[src/rtl/pipeline_ctrl_pkg.sv]
// pipeline_ctrl_pkg: shared types and constants for the pipeline controller.
// Holds the FSM state enum, default mult/div timeout and the NOP encoding.
package pipeline_ctrl_pkg;

    typedef enum logic {
        RUN     = 1'b0,
        MD_WAIT = 1'b1
    } state_t;

    localparam int MD_TIMEOUT_DEF = 40;

    // addi x0, x0, 0 -- loaded by the latch muxes when a flush is requested
    localparam logic [31:0] NOP = 32'h0000_0013;

endpackage

[src/rtl/pipeline_ctrl_hazard_detect.sv]
// hazard_detect: combinational load-use compare between F/D sources and D/X dest.
// Ports: fd_rs/fd_rt/fd_uses_* (F/D reads), dx_rd/dx_is_load (D/X), stall (out).
module hazard_detect
    import pipeline_ctrl_pkg::*;
(
    input  logic [4:0] fd_rs,
    input  logic [4:0] fd_rt,
    input  logic       fd_uses_rs,
    input  logic       fd_uses_rt,
    input  logic [4:0] dx_rd,
    input  logic       dx_is_load,
    output logic       stall
);

    logic rs_hit;
    logic rt_hit;

    assign rs_hit = fd_uses_rs && (fd_rs == dx_rd);
    assign rt_hit = fd_uses_rt && (fd_rt == dx_rd);

    // r0 is hardwired to zero, so a load into it never creates a dependency
    assign stall = dx_is_load && (dx_rd != 5'd0) && (rs_hit || rt_hit);

endmodule

[src/rtl/pipeline_ctrl.sv]
// pipeline_ctrl: hazard/sequencing controller for the five-stage pipeline.
// Inputs: F/D sources, D/X dest/kind, branch, md_ready. Outputs: latch enables,
// flush/bubble, mult/div handshake (start/busy/timeout/error), stall_count.
module pipeline_ctrl
    import pipeline_ctrl_pkg::*;
#(
    parameter int MD_TIMEOUT = MD_TIMEOUT_DEF,
    parameter int CNT_W      = 6
) (
    input  logic        clock,
    input  logic        reset,
    input  logic [4:0]  fd_rs,
    input  logic [4:0]  fd_rt,
    input  logic        fd_uses_rs,
    input  logic        fd_uses_rt,
    input  logic [4:0]  dx_rd,
    input  logic        dx_is_load,
    input  logic        dx_is_multdiv,
    input  logic        x_branch_taken,
    input  logic        md_ready,
    output logic        pc_wren,
    output logic        fd_wren,
    output logic        dx_wren,
    output logic        xm_wren,
    output logic        mw_wren,
    output logic        fd_flush,
    output logic        dx_flush,
    output logic        xm_bubble,
    output logic        md_start,
    output logic        md_busy,
    output logic        md_timeout,
    output logic        md_error,
    output logic [31:0] stall_count
);

    state_t           state;
    logic [CNT_W-1:0] md_cnt;
    logic             load_use;
    logic             go_wait;
    logic             go_run;
    logic             md_last;

    hazard_detect u_hazard (
        .fd_rs      (fd_rs),
        .fd_rt      (fd_rt),
        .fd_uses_rs (fd_uses_rs),
        .fd_uses_rt (fd_uses_rt),
        .dx_rd      (dx_rd),
        .dx_is_load (dx_is_load),
        .stall      (load_use)
    );

    assign md_last = (md_cnt == CNT_W'(MD_TIMEOUT - 1));

    always_comb begin
        pc_wren    = 1'b1;
        fd_wren    = 1'b1;
        dx_wren    = 1'b1;
        xm_wren    = 1'b1;
        mw_wren    = 1'b1;
        fd_flush   = 1'b0;
        dx_flush   = 1'b0;
        xm_bubble  = 1'b0;
        md_start   = 1'b0;
        md_busy    = 1'b0;
        md_timeout = 1'b0;
        go_wait    = 1'b0;
        go_run     = 1'b0;
        if (!reset) begin
            unique case (state)
                RUN: begin
                    if (dx_is_multdiv) begin
                        md_start  = 1'b1;
                        pc_wren   = 1'b0;
                        fd_wren   = 1'b0;
                        dx_wren   = 1'b0;
                        xm_bubble = 1'b1;
                        go_wait   = 1'b1;
                    end else if (x_branch_taken) begin
                        fd_flush = 1'b1;
                        dx_flush = 1'b1;
                    end else if (load_use) begin
                        pc_wren  = 1'b0;
                        fd_wren  = 1'b0;
                        dx_flush = 1'b1;
                    end
                end
                MD_WAIT: begin
                    md_busy = 1'b1;
                    if (md_ready) begin
                        go_run = 1'b1;
                    end else if (md_last) begin
                        md_timeout = 1'b1;
                        go_run     = 1'b1;
                    end else begin
                        pc_wren   = 1'b0;
                        fd_wren   = 1'b0;
                        dx_wren   = 1'b0;
                        xm_bubble = 1'b1;
                    end
                end
            endcase
        end
    end

    always_ff @(posedge clock) begin
        if (reset) begin
            state       <= RUN;
            md_cnt      <= '0;
            md_error    <= 1'b0;
            stall_count <= '0;
        end else begin
            if (go_wait) begin
                state  <= MD_WAIT;
                md_cnt <= '0;
            end else if (go_run) begin
                state <= RUN;
            end else if (state == MD_WAIT) begin
                md_cnt <= md_cnt + 1'b1;
            end
            if (md_timeout) begin
                md_error <= 1'b1;
            end
            if (!pc_wren && (stall_count != '1)) begin
                stall_count <= stall_count + 32'd1;
            end
        end
    end

endmodule

[config.mk]
export PLATFORM = sky130hd
export DESIGN_NAME = pipeline_ctrl
export DESIGN_NICKNAME = d
export VERILOG_FILES = /design/src/rtl/pipeline_ctrl_pkg.sv /design/src/rtl/pipeline_ctrl_hazard_detect.sv /design/src/rtl/pipeline_ctrl.sv
export SDC_FILE = /design/constraint.sdc
export NUM_CORES = 1
export LEC_CHECK = 0
export ABC_AREA = 1
export BUFFER_PORTS_ARGS = -buffer_cell sky130_fd_sc_hd__buf_2
export CORE_UTILIZATION = 45
export CTS_CLUSTER_SIZE = 14
export DETAILED_ROUTE_END_ITERATION = 10
export PLACE_DENSITY = 0.76
export SETUP_SLACK_MARGIN = 0.2
export SLEW_MARGIN = 10
export SYNTH_ARGS = -nofsm -noshare
export SYNTH_HDL_FRONTEND = slang
export SYNTH_SLANG_ARGS = --single-unit
[constraint.sdc]
create_clock -name clock -period 1.7 [get_ports clock]
set_input_delay 0 -clock clock [delete_from_list [all_inputs] [get_ports clock]]
set_output_delay 0 -clock clock [all_outputs]
set_load 0.005 [all_outputs]
==> impl_summary.txt <==
----------------------------------------------------
[Run status]
  Result of the run ... complete, but fails checks
  Failing checks ... setup timing

[Logic synthesis]
  Post-synth design cell area ... 2730 sq um
  #FFs+latches synth ... 40
  Syn_area_per_cell ... 5.99 sq um
  Sequential share of the synthesized area ... ~29%
  Yosys warns ... 0
  Number of instances in the synthesized netlist ... 456
  Unique masters post-synth ... 26

[Drt]
  Post-detailed-route wirelength per cell ... 13.4 um
  Detailed router's first-iteration violation count ... 240
  Number of antenna-violating nets in the routed design ... 0
  Final Routed Wirelength ... 8710 um
  Remaining design rule violation count ... 0
  First-pass DRT Iterations ... 8
  Total vias in the final route ... 3,354
  DR vias/cell ... between 5 and 6

[Job]
  Reported max-cap violation count ... 0

[CTS]
  Number of sinks handled by clock tree synthesis ... 40
  Post-CTS Hold Buffers ... 0
  Clk pin slew, worst setup/hold paths ... about 0.080 ns
  Clock tree from TritonCTS ... built
  Total CTS buffers ... 5
  Buffer levels on the longest clock path ... 2
  Clock latency of the later-clocked register in the worst-skew pair ... 0.30 ns
  Buffer cell driving the clock tree root ... clkbuf_8
  Number of H-tree branching levels ... 2

[Timing]
  Part of the cycle the worst path needs ... 104%
  Achievable frequency ... 0.566 GHz
  Setup repair after global routing missed its margin ... true
  Shortest clock period the worst path allows after layout ... 1.77 ns
  Number of pins with negative max-slew slack in the final report ... 0
  Number of failing hold endpoints at the final stage ... 0
  Finish-stage setup viols ... 35
  Tightest hold margin ... 0.00155 ns
  PnR worst setup slack ... -0.0666 ns
  Post-route clock skew ... between 0.005 and 0.006 ns

[Power]
  Leakage power ... approximately 1.8 nW
  Total power of the final layout ... 1.94 mW
  Clock group share of total power ... approximately a third
  Combinational fraction of design power ... 16.0%
  Worst supply voltage drop on vdd ... roughly 0.00032 V
  Power density over the cells ... 500 nW/um^2
  Internal power consumption ... 1.41 mW
  Sw Share ... 27.3%
  Portion of total power attributed to sequential cells ... ~50%
  Power dissipated by switching net loads ... 0.531 mW

[Placement]
  RePlAce Congestion ... 0.971
  Count of input and output buffers ... 64
  Final HPWL DP ... 6350 um

[Setup path]
  WP data required ... 1.93 ns
  Most frequent cell on the critical path ... nand2_1
  Critical Path End Type ... flip-flop
  Startpoint types ... flip-flop
  Critical path's top delay family ... simple AND/OR/NAND/NOR gates
  Register-to-register path setup slack ... -0.07 ns
  Critical-path maximum fanout ... 9
  CP max-delay cell ... dfxtp_2
  Worst setup path class ... reg2reg
  Longest individual stage delay on the worst path ... around 0.34 ns
  Arr. time, crit path ... roughly 2 ns
  Crit path buf inv count ... 3
  Crit path cell chain ... ha_4 > inv_4 > nor2_2 > nand2_1 > nand2_2 > nand2_1 > nand2_1 > nor2_1 > nand3_1 > nand2_4 > buf_6 > clkbuf_16 > nand3_1 > a21oi_2

[Global route]
  Global-route congestion overflow total ... 0
  Pin count of the biggest net entering global routing ... 37
  Global router's overall resource usage ... 27.0%
  Number of antenna violations at the first check in global routing ... 0
  First-pass GRT wire length ... 13,400 um
  Vias in the first global route ... 2,944

[Cells and area]
  Area overhead of the layout relative to synthesis ... 42.4%
  Final net count ... 600
  Proportion of layout cells with a drive suffix above 1 ... a little under a third
  Final antenna diode count ... 0

[Floorplanning]
  Row count ... 28
  Die area ... 6380 sq um
  Starting density of the core ... 46.4%
  Core Area ... 5890 sq um
  Horiz. Die Dim ... 79.9 um
  Number of top-level pins ... between 60 and 70
  Die height ... 79.9 um

[Worst hold path]
  Worst min-delay path category ... in2reg

----------------------------------------------------
-- per-stage QoR --
| stage | util (%) | instance area (sq um) | std cells | setup WS, ns | TNS [ns] |
|---|---|---|---|---|---|
| 3_3_place_gp | 59.6 | 3510 | 629 | -0.0400 | -1.04 |
| 3_5_place_dp | 59.6 | 3510 | 629 | -0.0982 | -2.31 |
| 4_1_cts | 63.5 | 3740 | 647 | -0.0399 | -0.596 |
| 5_1_grt | 66.1 | 3890 | 651 | -0.193 | -5.93 |
| 2_1_floorplan | - | 2790 | 457 | 0.0287 | 0 |
| 6_report | 66.1 | 3890 | 651 | -0.0666 | -1.12 |
-- worst paths after layout --
check | startpoint | endpoint | cells past startpoint
hold reg to reg | md_error$_SDFFE_PP0P_ | md_error$_SDFFE_PP0P_ | 2
hold / removal | md_ready | md_error$_SDFFE_PP0P_ | 4
setup reg to reg | md_cnt[1]$_SDFFE_PP0P_ | stall_count[18]$_SDFFE_PP0P_ | 14
setup / recovery | md_cnt[1]$_SDFFE_PP0P_ | stall_count[18]$_SDFFE_PP0P_ | 14
-- registers in the layout, summed over array words and instances (netlist names) --
register / count
stall_count: 32
md_cnt: 6
md_error: 1
state: 1
-- final cells by class --
cell class              count  area, sq um
flip-flops and latches     40          811
clock inverters             2         10.0
inverters                  49          186
well taps                  75         93.8
clock buffers               6         82.6
multi-input cells         352         1780
repair buffers            127          928
fillers                   533         2000
-- cell usage after synthesis --
cell / number / area [sq um]
a21oi_1: 38 / 190
buf_1: 1 / 3.75
buf_2: 2 / 10.0
buf_4: 3 / 22.5
buf_6: 3 / 33.8
clkbuf_1: 7 / 26.3
conb_1: 1 / 3.75
dfxtp_1: 40 / 801
ha_1: 2 / 25.0
inv_1: 49 / 184
nand2_1: 147 / 552
nand2_2: 3 / 18.8
nand3_1: 40 / 200
nand3_2: 1 / 10.0
nand3b_1: 3 / 22.5
nand4_1: 7 / 43.8
nor2_1: 59 / 221
nor2_2: 2 / 12.5
nor2_4: 1 / 11.3
nor3_1: 13 / 65.1
nor3_2: 1 / 10.0
nor3b_1: 1 / 7.51
o21ai_0: 6 / 30.0
or2_2: 1 / 6.26
xnor2_1: 8 / 70.1
xor2_1: 17 / 149
-- cells by family after synthesis --
| group | synth area share (%) |
|---|---|
| and+or+nand+nor | 43.3 |
| buffers and inverters | 10.3 |
| AOI/OAI and AO/OA | 8.07 |
| DFF | 29.3 |
| xor gates and xnor gates | 8.02 |
| adders and majority gates | 0.916 |
| other | 0.137 |
-- per-layer routing --
layer | track usage [%] | part of all wire, %
met2 | 47.1 | 49
met4 | 7.32 | 1.8
met3 | 5.37 | 4.7
met5 | 0 | 0
met1 | 33.5 | 44
-- worst reg2reg max path, cell delays in order (launching register included) --
cell and delay (ns):
dfxtp_2 0.34, ha_4 0.16, inv_4 0.05, nor2_2 0.03, nand2_1 0.10, nand2_2 0.07
nand2_1 0.06, nand2_1 0.05, nor2_1 0.08, nand3_1 0.12, nand2_4 0.14, buf_6 0.13
clkbuf_16 0.15, nand3_1 0.09, a21oi_2 0.13
-- cell usage in the layout (no fill, tap or decap), types with 12 or more instances in the layout --
cell	netlist	final
nand3_1	40	36
a21oi_1	38	29
buf_4	3	49
nand2_1	147	144
inv_1	49	45
buf_6	3	12
xor2_1	17	17
buf_2	2	60
nor2_1	59	57
dfxtp_1	40	36
-- power groups by stage --
stage	registers (mW)	clock network [mW]	logic (mW)
after global placement	0.971	0	0.240
after global routing	0.953	0.734	0.339
after detailed placement	0.972	0	0.246
final	0.951	0.682	0.311
after CTS	0.951	0.687	0.272
after floorplan	0.975	0	0.141
-- repair_timing --
item | in CTS | in global routing
pin swaps | 17 | 32
setup buffers | 10 | 3
setup endpoints to repair | 40 | 41
resized for setup | 16 | 24
cloned | 0 | 1
Note: power is estimated with default switching activity, not from simulation.
